### src/rtl/fetch_pkg.sv
// Shared types and constants for the instruction fetch controller.
//   fetch_state_e : controller state encoding
//   HALT_WORD     : instruction word that stops fetching
//   INSTR_BYTES   : bytes per instruction word (pc increment)
package fetch_pkg;

  localparam int unsigned PC_W        = 64;
  localparam int unsigned INSTR_W     = 32;
  localparam int unsigned INSTR_BYTES = 4;

  localparam logic [INSTR_W-1:0] HALT_WORD = 32'h0000_0000;

  typedef enum logic [1:0] {
    IDLE  = 2'd0,
    RUN   = 2'd1,
    HALT  = 2'd2,
    FAULT = 2'd3
  } fetch_state_e;

  // {pc, instr} pair handed to decode
  typedef struct packed {
    logic [PC_W-1:0]    pc;
    logic [INSTR_W-1:0] instr;
  } fetch_entry_t;

endpackage

### src/rtl/fetch_skid_buf.sv
// One-entry {pc, instr} holding register that absorbs a single response
// while decode is stalled.
//   clk, reset_n : clock, async active-low reset
//   push_i       : capture pc_i/instr_i (only legal while empty)
//   pop_i        : entry consumed by decode
//   flush_i      : discard the entry (redirect); wins over push/pop
//   pc_o/instr_o : held entry
//   full_o       : entry valid
module fetch_skid_buf
  import fetch_pkg::*;
(
  input  logic               clk,
  input  logic               reset_n,
  input  logic               push_i,
  input  logic               pop_i,
  input  logic               flush_i,
  input  logic [PC_W-1:0]    pc_i,
  input  logic [INSTR_W-1:0] instr_i,
  output logic [PC_W-1:0]    pc_o,
  output logic [INSTR_W-1:0] instr_o,
  output logic               full_o
);

  logic               full_q,  full_d;
  logic [PC_W-1:0]    pc_q,    pc_d;
  logic [INSTR_W-1:0] instr_q, instr_d;

  // Entry register
  always_ff @(posedge clk or negedge reset_n) begin
    if (!reset_n) begin
      full_q  <= 1'b0;
      pc_q    <= '0;
      instr_q <= '0;
    end else begin
      full_q  <= full_d;
      pc_q    <= pc_d;
      instr_q <= instr_d;
    end
  end

  // Next entry state
  always_comb begin
    full_d  = full_q;
    pc_d    = pc_q;
    instr_d = instr_q;
    if (flush_i) begin
      full_d = 1'b0;
    end else if (push_i) begin
      full_d  = 1'b1;
      pc_d    = pc_i;
      instr_d = instr_i;
    end else if (pop_i) begin
      full_d = 1'b0;
    end
  end

  assign pc_o    = pc_q;
  assign instr_o = instr_q;
  assign full_o  = full_q;

endmodule

### src/rtl/imem_fetch_ctrl.sv
// Fetch sequencer for instruction_memory: owns the pc, tracks the memory's
// one-cycle read latency, and offers {instr_pc, instr} to decode over
// valid/ready with a one-entry skid, redirect squash, halt and bounds fault.
//   clk, reset_n         : clock, async active-low reset
//   start                : leave IDLE, begin fetching at RESET_PC
//   mem_addr / mem_instr : memory address out, read data in (next cycle)
//   instr_valid/ready    : decode handshake; instr, instr_pc are the payload
//   redirect_valid/pc    : single-cycle branch/jump redirect
//   halted, fault        : level status of the sticky stop states
module imem_fetch_ctrl
  import fetch_pkg::*;
#(
  parameter int unsigned MEM_SIZE = 4095,
  parameter logic [63:0] RESET_PC = 64'h0
) (
  input  logic        clk,
  input  logic        reset_n,
  input  logic        start,
  output logic [63:0] mem_addr,
  input  logic [31:0] mem_instr,
  output logic        instr_valid,
  input  logic        instr_ready,
  output logic [31:0] instr,
  output logic [63:0] instr_pc,
  input  logic        redirect_valid,
  input  logic [63:0] redirect_pc,
  output logic        halted,
  output logic        fault
);

  fetch_state_e       state_q, state_d;
  logic [PC_W-1:0]    pc_q, pc_d;
  logic               pend_q, pend_d;
  logic [PC_W-1:0]    pend_pc_q, pend_pc_d;

  logic               skid_push, skid_pop, skid_flush, skid_full;
  logic [PC_W-1:0]    skid_pc;
  logic [INSTR_W-1:0] skid_instr;

  logic               resp_valid, resp_is_halt;
  logic [PC_W:0]      pc_last_byte;
  logic [PC_W:0]      mem_last_byte;
  fetch_entry_t       out_entry;
  logic               out_valid;

  assign resp_valid   = pend_q;
  assign resp_is_halt = resp_valid && (mem_instr == HALT_WORD);

  // 65-bit so a pc near the top of the address space cannot wrap into range
  assign pc_last_byte  = {1'b0, pc_q} + (PC_W+1)'(INSTR_BYTES - 1);
  assign mem_last_byte = (PC_W+1)'(MEM_SIZE) - (PC_W+1)'(1);

  fetch_skid_buf u_skid (
    .clk     (clk),
    .reset_n (reset_n),
    .push_i  (skid_push),
    .pop_i   (skid_pop),
    .flush_i (skid_flush),
    .pc_i    (pend_pc_q),
    .instr_i (mem_instr),
    .pc_o    (skid_pc),
    .instr_o (skid_instr),
    .full_o  (skid_full)
  );

  // Controller state, pc and in-flight request tracking
  always_ff @(posedge clk or negedge reset_n) begin
    if (!reset_n) begin
      state_q   <= IDLE;
      pc_q      <= RESET_PC;
      pend_q    <= 1'b0;
      pend_pc_q <= '0;
    end else begin
      state_q   <= state_d;
      pc_q      <= pc_d;
      pend_q    <= pend_d;
      pend_pc_q <= pend_pc_d;
    end
  end

  // Next state, issue decision and decode-facing output mux
  always_comb begin
    state_d    = state_q;
    pc_d       = pc_q;
    pend_d     = 1'b0;
    pend_pc_d  = pend_pc_q;
    skid_push  = 1'b0;
    skid_pop   = 1'b0;
    skid_flush = 1'b0;
    out_valid  = 1'b0;
    out_entry  = '0;

    unique case (state_q)
      IDLE: begin
        if (start) begin
          state_d = RUN;
          pc_d    = RESET_PC;
        end
      end

      RUN: begin
        if (redirect_valid) begin
          skid_flush = 1'b1;
          if (redirect_pc[1:0] != 2'b00) state_d = FAULT;
          else                           pc_d    = redirect_pc;
        end else if (!skid_full && resp_is_halt) begin
          // pend is never set while the skid is full, so this is the live response
          state_d = HALT;
          pc_d    = pend_pc_q;
        end else begin
          if (skid_full) begin
            out_valid = 1'b1;
            out_entry = '{pc: skid_pc, instr: skid_instr};
          end else if (resp_valid) begin
            out_valid = 1'b1;
            out_entry = '{pc: pend_pc_q, instr: mem_instr};
          end
          skid_pop  = skid_full && instr_ready;
          skid_push = !skid_full && resp_valid && !instr_ready;

          // Issue opportunity: nothing waiting anywhere that decode has refused
          if (!skid_full && !(resp_valid && !instr_ready)) begin
            if (pc_last_byte > mem_last_byte) begin
              state_d = FAULT;
            end else begin
              pend_d    = 1'b1;
              pend_pc_d = pc_q;
              pc_d      = pc_q + PC_W'(INSTR_BYTES);
            end
          end
        end
      end

      default: ;
    endcase
  end

  assign mem_addr    = pc_q;
  assign instr_valid = out_valid;
  assign instr       = out_entry.instr;
  assign instr_pc    = out_entry.pc;
  assign halted      = (state_q == HALT);
  assign fault       = (state_q == FAULT);

endmodule

### config.mk
export PLATFORM = sky130hd
export DESIGN_NAME = imem_fetch_ctrl
export DESIGN_NICKNAME = d
export VERILOG_FILES = /design/src/rtl/fetch_pkg.sv /design/src/rtl/fetch_skid_buf.sv /design/src/rtl/imem_fetch_ctrl.sv
export SDC_FILE = /design/constraint.sdc
export NUM_CORES = 1
export LEC_CHECK = 0
export ABC_AREA = 0
export CAP_MARGIN = 20
export CORE_UTILIZATION = 45
export CTS_CLUSTER_SIZE = 30
export DETAILED_ROUTE_END_ITERATION = 8
export DONT_BUFFER_PORTS = 1
export RECOVER_POWER = 100
export SETUP_SLACK_MARGIN = 0.15
export SYNTH_ARGS = -nofsm -noshare
export SYNTH_HDL_FRONTEND = slang
export SYNTH_HIERARCHICAL = 1
export SYNTH_SLANG_ARGS = --single-unit
export TNS_END_PERCENT = 5
### constraint.sdc
create_clock -name clk -period 4.45 [get_ports clk]
set_input_delay 1.335 -clock clk [delete_from_list [all_inputs] [get_ports clk]]
set_output_delay 1.335 -clock clk [all_outputs]
set_load 0.02 [all_outputs]
==> flow_summary.json <==
{
  "port_buffers": 0,
  "rr_endpoint": "mem_addr[52]",
  "syn_area_per_cell_um2": 8.66,
  "mostFrequentLayoutCell": "nor2_1",
  "critical_path_class": "reg2reg",
  "fmax_ghz": 0.234,
  "htree_levels": 1,
  "dr_total_vias": 13468,
  "cp-end-kind": "flip-flop",
  "grt_setup_unrepaired": "yes",
  "fillCellCount": 3113,
  "clk_pin_slew_ns": 0.06,
  "drc": 0,
  "core_area_um2": 31500,
  "final.setup.tns_ns": 0,
  "drtAntennaViolNets": 0,
  "clkLatencyLatePin_ns": 0.56,
  "violations": "max-capacitance violations, max-slew violations",
  "gp_congestion": 1.03,
  "reg2reg_slack_ns": 0.18,
  "finalSetupViolCount": 0,
  "drt_iter0_drc": 1351,
  "synth_edf_count": 0,
  "cts_buffers": 27,
  "ys.flop_type": "dfrtp_1",
  "path_cells": "clkbuf_1 > nand4_1 > or4_1 > or4_1 > xor2_1 > and4_1 > o21ai_1 > nor4_1 > a21o_2 > and2_2 > clkbuf_4 > a21oi_1",
  "ys_seq_area_frac": 0.397,
  "clockBufferDepth": 3,
  "p_per_area_nw_per_um2": 438,
  "crit_arrival_ns": 4.68,
  "grt_start_max_net_pins": 229,
  "initial_core_util": 0.456,
  "power.leakage_nw": 6.47,
  "hold_viol_final": 0,
  "utilization": 0.500,
  "start_kind": "flip-flop",
  "root_buffer": "clkbuf_16",
  "area_delta_synth_final_pct": 9.66,
  "ys_seq_elements": 228,
  "wl_per_cell_um": 26.3,
  "async_reset_ff_frac": 1.00,
  "nets": 1769,
  "cts_tree": "built",
  "synth_cell_types": 75,
  "postLayoutCellArea_um2": 15700,
  "dpl_cell_area_um2": 15200,
  "grt_pass1_vias": 12847,
  "clock-sinks": 228,
  "slew_headroom": -0.226,
  "io_pins": 264,
  "drv_cap": 1,
  "ctsResizeCount": 0,
  "firstDrtPassIters": 5,
  "antenna_found_initial": 5,
  "die_w_um": 181,
  "post-route-period-util": 0.960,
  "period_minus_slack_ns": 4.27,
  "worstPathRequired_ns": 4.86,
  "drive_above_1_share": 0.130,
  "drt_wl_total_um": 55000,
  "die_area_um2": 32600,
  "critPathMaxFanout": 17,
  "grt_first_pass_wirelength_um": 83400,
  "overflow": 0,
  "finalMaxSlewViolations": 25,
  "ir_drop_mv": 0.268,
  "yosys_warnings": 6,
  "outcome": "finished with violations",
  "netlist_instances": 1658,
  "rows": 65,
  "power_mw": 6.89,
  "dp_hpwl_um": 39200,
  "viasPerCell": 6.44,
  "skew_ns": 0.0197,
  "reg2reg_from": "mem_addr[43]",
  "holdCritPathClass": "in2async",
  "track_usage": 0.332,
  "slowest_stage": "or4_1",
  "final_cell_mix": "nor2_1 (243), dfrtp_1 (227), a21oi_1 (147), nand2_1 (144), mux2_2 (69)",
  "cpMostUsedCell": "or4_1",
  "syn_area_um2": 14400,
  "die_y_um": 181,
  "cpPeakStageDelay_ns": 0.60,
  "synth_nets": 1762,
  "reg2reg_depth": 12,
  "worst_slew_pin_slew_ns": 1.84
}
[worst max-delay path by stage]
stage / start / end / depth (start not counted)
6_report: mem_addr[43] / mem_addr[52] / 12
2_1_floorplan: mem_instr[25] / instr_pc[33] / 9
5_1_grt: mem_addr[46] / mem_addr[52] / 12
3_5_place_dp: mem_instr[25] / instr_pc[44] / 8
4_1_cts: mem_instr[25] / instr_pc[44] / 8
3_3_place_gp: mem_instr[25] / instr_pc[43] / 8
[cell usage after synthesis (22+ instances only)]
library cell	instances	area, um^2
mux2_4	47	706
nor3_1	37	185
or3_1	22	138
and2_1	57	357
nand2_1	144	541
inv_1	22	82.6
a21oi_1	147	736
o211ai_1	22	165
mux2_2	69	777
a22oi_1	67	503
clkbuf_1	109	409
nor2_1	243	912
dfrtp_1	228	5710
o21ai_0	67	335
nand4_1	50	313
nand3_1	49	245
nor4_1	27	169
[power by group]
part,internal (mW),switching [mW]
Sequential,2.31,0.352
Clock,1.27,0.945
Combinational,0.564,1.45
[what timing repair did]
| item | CTS | global route |
|---|---|---|
| hold buffers | 0 | 0 |
| endpoints found under the setup margin | 0 | 59 |
| buffers inserted | 0 | 3 |
[logic make-up (layout without fill, tap and decap cells)]
logic type,Yosys count,in the layout,share of synthesized area
buf+inv,171,199,0.0559
flops,228,228,0.397
fa+ha+maj,3,3,0.00261
simple gates,696,696,0.238
xor+xnor,28,28,0.0171
mux,127,127,0.111
compound gates,405,405,0.178
other cells,0,4,0
[routing by layer]
metal  wire [um]  GRT usage  up-vias
li1            -          -     6006
met1       23700      0.463     6694
met2       24600      0.506      647
met3        4930     0.0796      117
met4        1790      0.107        4
met5          25          0        -
[worst max-delay path, delay by kind of cell (launching register included)]
kind / cells / cell delay (ns)
buffers and inverters: 2 / 0.77
xor gates and xnor gates: 1 / 0.15
and+or+nand+nor: 6 / 2.20
AOI/OAI and AO/OA: 3 / 0.48
DFF: 1 / 0.50
[registers in the layout (all words and copies together), names as in the netlist]
| register | cells |
|---|---|
| mem_addr | 64 |
| state_q | 2 |
| pend_q | 1 |
| u_skid/full_o | 1 |
| u_skid/pc_o | 64 |
| pend_pc_q | 64 |
| u_skid/instr_o | 32 |
[layout make-up]
| cell class | count | area (um^2) | share of cell area |
|---|---|---|---|
| clock buffer | 38 | 767 | 0.0487 |
| sequential | 228 | 5710 | 0.363 |
| inverter | 23 | 86.3 | 0.00548 |
| antenna | 4 | 10.0 | 0.000636 |
| multi-input combinational | 1259 | 7710 | 0.490 |
| clock inverter | 12 | 111 | 0.00707 |
| tap | 402 | 503 | 0.0319 |
| timing repair buffer | 126 | 847 | 0.0538 |
[through the flow]
stage / hold WS (ns) / worst slack (ns) / std cells
global route: 0.463 / 0.0580 / 2090
global placement: 0.490 / 0.247 / 2035
finish: 0.480 / 0.178 / 2092
CTS: 0.466 / 0.253 / 2085
detailed placement: 0.495 / 0.256 / 2035
floorplan: 0.481 / 0.166 / 1658
Power figures use the tool's default switching activity.
